--- src/rtl/debug_cmd_frame_ctrl.sv ---
// Debug command framer: hunts for a sync byte after the UART RX, parses CMD/LEN/payload/XOR checksum,
// streams payload bytes on a ready/valid write port and pulses done or err once per frame.
module debug_cmd_frame_ctrl #(
  parameter logic [7:0] SYNC_BYTE     = 8'hA5,
  parameter int         TIMEOUT_TICKS = 4096,
  parameter int         TIMEOUT_SIZE  = 13
) (
  input  logic       i_clk,
  input  logic       reset,
  input  logic       i_enable,
  input  logic       i_rx_valid,
  input  logic [7:0] i_rx_data,
  output logic       o_rx_enable,
  output logic [7:0] o_cmd,
  output logic       o_wr_en,
  input  logic       i_wr_ready,
  output logic [7:0] o_wr_addr,
  output logic [7:0] o_wr_data,
  output logic       o_frame_done,
  output logic       o_frame_err,
  output logic [1:0] o_err_code,
  output logic       o_busy
);

  typedef enum logic [5:0] {
    IDLE    = 6'b000001,
    GET_CMD = 6'b000010,
    GET_LEN = 6'b000100,
    PAYLOAD = 6'b001000,
    GET_CHK = 6'b010000,
    DRAIN   = 6'b100000
  } state_t;

  state_t                  state, state_nxt;
  logic [7:0]              chk, len, idx;
  logic [TIMEOUT_SIZE-1:0] tmo_cnt;

  logic       accept, wr_stall, tmo_hit, overrun, chk_bad;
  logic [7:0] cmd_nxt, chk_nxt, len_nxt, idx_nxt, wr_addr_nxt, wr_data_nxt;
  logic       wr_en_nxt, done_nxt, err_nxt;
  logic [1:0] code_nxt;

  assign accept   = o_wr_en & i_wr_ready;
  assign wr_stall = o_wr_en & ~i_wr_ready;
  // Fires on the edge where the idle counter steps onto TIMEOUT_TICKS-1; a byte in that cycle wins.
  assign tmo_hit  = (state != IDLE) & ~i_rx_valid &
                    (tmo_cnt == TIMEOUT_SIZE'(TIMEOUT_TICKS - 2));
  assign overrun  = (state == PAYLOAD) & i_rx_valid & wr_stall;
  assign chk_bad  = (i_rx_data != chk);
  assign o_busy   = (state != IDLE);

  always_ff @(posedge i_clk or posedge reset) begin
    if (reset) state <= IDLE;
    else       state <= state_nxt;
  end

  always_comb begin
    state_nxt = state;
    if (!i_enable || tmo_hit) begin
      state_nxt = IDLE;
    end else begin
      case (state)
        IDLE:    if (i_rx_valid && i_rx_data == SYNC_BYTE) state_nxt = GET_CMD;
        GET_CMD: if (i_rx_valid) state_nxt = GET_LEN;
        GET_LEN: if (i_rx_valid) state_nxt = (i_rx_data != 8'd0) ? PAYLOAD : GET_CHK;
        PAYLOAD: begin
          if (overrun)                              state_nxt = IDLE;
          else if (i_rx_valid && idx == len - 8'd1) state_nxt = GET_CHK;
        end
        GET_CHK: if (i_rx_valid) state_nxt = (!chk_bad && wr_stall) ? DRAIN : IDLE;
        DRAIN:   if (accept) state_nxt = IDLE;
        default: state_nxt = IDLE;
      endcase
    end
  end

  always_comb begin
    cmd_nxt     = o_cmd;
    chk_nxt     = chk;
    len_nxt     = len;
    idx_nxt     = idx;
    wr_addr_nxt = o_wr_addr;
    wr_data_nxt = o_wr_data;
    wr_en_nxt   = wr_stall;
    done_nxt    = 1'b0;
    err_nxt     = 1'b0;
    code_nxt    = o_err_code;
    if (!i_enable) begin
      wr_en_nxt = 1'b0;
    end else if (tmo_hit) begin
      wr_en_nxt = 1'b0;
      err_nxt   = 1'b1;
      code_nxt  = 2'd2;
    end else if (i_rx_valid || state == DRAIN) begin
      case (state)
        GET_CMD: begin
          cmd_nxt = i_rx_data;
          chk_nxt = i_rx_data;
        end
        GET_LEN: begin
          len_nxt = i_rx_data;
          chk_nxt = chk ^ i_rx_data;
          idx_nxt = 8'd0;
        end
        PAYLOAD: begin
          if (overrun) begin
            wr_en_nxt = 1'b0;
            err_nxt   = 1'b1;
            code_nxt  = 2'd3;
          end else begin
            wr_en_nxt   = 1'b1;
            wr_data_nxt = i_rx_data;
            wr_addr_nxt = idx;
            chk_nxt     = chk ^ i_rx_data;
            idx_nxt     = idx + 8'd1;
          end
        end
        // A bad checksum leaves any pending write alone; the sink discards it without a done.
        GET_CHK: begin
          if (chk_bad) begin
            err_nxt  = 1'b1;
            code_nxt = 2'd1;
          end else if (!wr_stall) begin
            done_nxt = 1'b1;
          end
        end
        DRAIN:   done_nxt = accept;
        default: ;
      endcase
    end
  end

  always_ff @(posedge i_clk or posedge reset) begin
    if (reset) begin
      o_rx_enable  <= 1'b0;
      o_cmd        <= 8'd0;
      o_wr_en      <= 1'b0;
      o_wr_addr    <= 8'd0;
      o_wr_data    <= 8'd0;
      o_frame_done <= 1'b0;
      o_frame_err  <= 1'b0;
      o_err_code   <= 2'd0;
      chk          <= 8'd0;
      len          <= 8'd0;
      idx          <= 8'd0;
      tmo_cnt      <= '0;
    end else begin
      o_rx_enable  <= i_enable;
      o_cmd        <= cmd_nxt;
      o_wr_en      <= wr_en_nxt;
      o_wr_addr    <= wr_addr_nxt;
      o_wr_data    <= wr_data_nxt;
      o_frame_done <= done_nxt;
      o_frame_err  <= err_nxt;
      o_err_code   <= code_nxt;
      chk          <= chk_nxt;
      len          <= len_nxt;
      idx          <= idx_nxt;
      tmo_cnt      <= (state == IDLE || i_rx_valid) ? '0 : tmo_cnt + TIMEOUT_SIZE'(1);
    end
  end

endmodule

--- config.mk ---
export PLATFORM = sky130hd
export DESIGN_NAME = debug_cmd_frame_ctrl
export DESIGN_NICKNAME = d
export VERILOG_FILES = /design/src/rtl/debug_cmd_frame_ctrl.sv
export SDC_FILE = /design/constraint.sdc
export NUM_CORES = 1
export LEC_CHECK = 0
export ABC_AREA = 1
export BUFFER_PORTS_ARGS = -buffer_cell sky130_fd_sc_hd__buf_4
export CAP_MARGIN = 40
export CORE_ASPECT_RATIO = 1.25
export CORE_UTILIZATION = 55
export CTS_BUF_LIST = sky130_fd_sc_hd__clkbuf_16
export CTS_CLUSTER_SIZE = 14
export DETAILED_ROUTE_END_ITERATION = 10
export GPL_TIMING_DRIVEN = 0
export PLACE_DENSITY = 0.81
export SLEW_MARGIN = 5
export SYNTH_ARGS = -nofsm -noshare
export SYNTH_HDL_FRONTEND = slang
export SYNTH_SLANG_ARGS = --single-unit
--- constraint.sdc ---
create_clock -name i_clk -period 6.3 [get_ports i_clk]
set_input_delay 1.89 -clock i_clk [delete_from_list [all_inputs] [get_ports i_clk]]
set_output_delay 1.89 -clock i_clk [all_outputs]
set_load 0.005 [all_outputs]
==> flow_summary.toml <==
[hold_path]
whs_path_depth = 1
hold_class = "reg -> reg"

[clock_tree]
h-tree-depth = 3
cts_buffers = 9
post_cts_buffers = 0
cts_root_buffer = "clkbuf_16"
cts_num_sinks = 73
cts-hold-fix-buffers = 0
cts_tree = "done"
cts_resized = 0
cts_buffer_depth = 2
path_clk_slew_ns = 0.06
clk_latency_ns = 0.33

[worst_setup_path]
worst_ep_required_time_ns = 4.41
reg2regPathDepth = 8
critical_path_class = "reg -> out"
cp_max_fo = 4
endpoint_kind = "output pin"
arrival_ns = 1.34
cp-start-kind = "flop"

[sta]
finClkSkew_ns = 0.00386
fin_crit_sh = 0.513
report.final.slew_viol_count = 0
relSlewSlack = 0.707
setup_viol = 0
fmax_mhz = 309
fin_crit_ns = 3.23
hold_violations = 0
fin_tns_setup_ns = 0
tightestPinTransition_ns = 0.440
setup_ws_ns = 3.07
rsz0062_at_grt = "false"

[grt]
overflow = 0
grt_use_met3 = 0.0488
busiest_layer = "met2"
grt_pass1_wl_um = 15600
antenna_found_initial = 0
grt_pass1_vias = 3426
use_met2 = 0.495
grtUsageMet1 = 0.324
grt_start_max_net_pins = 50
grt.total_usage = 0.277

[power]
p_sw_uw = 505
p_int_mw = 1.08
switching_share = 0.319
seq_power_share = 0.400
clock_power_share = 0.345
p_leak_nw = 2.27
ir_drop_mv = 0.261
power_frac_comb = 0.255
power_density_nw_per_um2 = 344

[logic_synthesis]
yosysTopAreaCellShare = 0.471
synth_edf_count = 0
synth.most_common_cell = "nand2_1"
syn_area_per_cell_um2 = 7.88
yosys.area_share.adder = 0.0131
synthSimpleGateAreaFrac = 0.295
synth.top_cells.by_count = "140 x nand2_1, 72 x dfrtp_1, 54 x inv_1"
synth-async-reset-ratio = 1.00
synth_xor_area_frac = 0.0389
synthDistinctLibCells = 33
yosysWarnings = 0
post-synth-top-area-cell = "dfrtp_1"
synth_seq_cells = 73
syn_inst = 485
synth.area.top_cells = "dfrtp_1 47%, nand2_1 14%, inv_1 5.3%, nor2_1 4.8%, o21ai_1 4.6%"
muxShareOfSynthArea = 0
netlist_area_um2 = 3820
synth_compound_area_frac = 0.106
synth_top_family_by_area = "simple AND/OR/NAND/NOR gates"
syn_nets = 502
ys.flop_type = "dfrtp_1"
yosysSeqAreaShare = 0.478

[detailed_routing]
drt-initial-drc-count = 196
drt-pass1-iter-count = 4
routedWlPerCell_um = 14.7
ant_nets = 0
avgViaCountPerCell = 5.52
wl_um = 9270
vias = 3491
drc_errors = 0

[die]
ioPinCount = 44
core_um2 = 6650
dieHeight_um = 95.2
die-area_um2 = 7290
initial_core_util = 0.575
die-width_um = 76.6
rows = 33

[placement]
hpwl_um = 6690
numPortBuffers = 43
gp_congestion = 0.937
pre_cts_ws_ns = 2.92
placed_area_um2 = 4290

[layout]
area_growth_pct = 20.4
fin_util = 0.693
antenna_cells = 0
drive_gt1_frac = 0.158
stdcell_area_um2 = 4600
num-fill-cells = 535
nNetsFinal = 557

[status]
status = "finished clean"

[run]
maxCapViolations = 0
-- layer usage --
metal	wire, um	share of wire
met4	265	0.029
met5	0	0
met2	4790	0.52
met3	358	0.039
met1	3860	0.42
-- through the flow --
step	power [mW]	hold WS, ns	std cells
2_1_floorplan	0.894	0.432	485
3_3_place_gp	1.01	0.452	615
3_5_place_dp	1.03	0.457	616
4_1_cts	1.58	0.461	632
5_1_grt	1.67	0.507	632
6_report	1.58	0.454	632
-- final cells by class --
class                      instances  area (um^2)  area share
buffer                             9         48.8      0.0106
clock buffer                       9          225      0.0489
clock inverter                     7         93.8      0.0204
inverter                          57          216      0.0470
multi-input combinational        346         1730       0.376
sequential                        73         1830       0.397
tap                               87          109      0.0236
timing repair buffer              44          350      0.0761
-- power by group through the flow --
stage / Combinational [mW] / Clock (mW) / Sequential (mW)
floorplan: 0.268 / 0 / 0.626
global placement: 0.379 / 0 / 0.632
detailed placement: 0.396 / 0 / 0.636
CTS: 0.403 / 0.550 / 0.631
global route: 0.462 / 0.567 / 0.642
finish: 0.404 / 0.545 / 0.633
-- cell usage in the layout, fill, tap and decap left out, drive strengths merged, types with 2 or more instances in the layout --
cell,count
a21oi,11
buf,51
bufinv,2
clkbuf,11
clkinv,3
dfrtp,72
ha,4
inv,58
nand2,144
nand3,28
nand3b,2
nand4,12
nor2,55
nor3,8
o21a,2
o21ai,52
o31ai,7
xnor2,10
xor2,7
-- state kept, by name (all words and copies together) (netlist names) --
register / cells
o_cmd: 8
o_frame_done: 1
state: 6
o_err_code: 2
o_rx_enable: 1
tmo_cnt: 13
o_frame_err: 1
chk: 8
idx: 8
o_wr_data: 8
o_wr_addr: 8
len: 8
o_wr_en: 1
-- worst paths after layout --
| kind | startpoint | endpoint | slack, ns |
|---|---|---|---|
| setup / recovery | state[0]$_DFFE_PP1P_ | o_busy | 3.07 |
| hold / removal | tmo_cnt[0]$_DFF_PP0_ | tmo_cnt[0]$_DFF_PP0_ | 0.45 |
| setup reg to reg | state[5]$_DFFE_PP0P_ | idx[6]$_DFFE_PP0P_ | 4.17 |
| hold reg to reg | tmo_cnt[0]$_DFF_PP0_ | tmo_cnt[0]$_DFF_PP0_ | 0.45 |
| max in group asynchronous | reset | o_wr_data[2]$_DFFE_PP0P_ | 4.22 |
| min in group asynchronous | reset | tmo_cnt[7]$_DFF_PP0_ | 1.53 |
-- worst max-delay path, cell delays in order (launching register included) --
cell,delay (ns)
dfstp_2,0.55
inv_1,0.04
nor2_1,0.11
nand3_2,0.14
buf_4,0.17
-- logic make-up after synthesis --
kind of cell             count (synthesis)
AND/OR/NAND/NOR                        250
AO/OA/AOI/OAI                           75
flip-flops                              73
buffers and inverters                   66
XOR/XNOR                                17
adder cells (fa/ha/maj)                  4
Note: power is estimated with default switching activity, not from simulation.
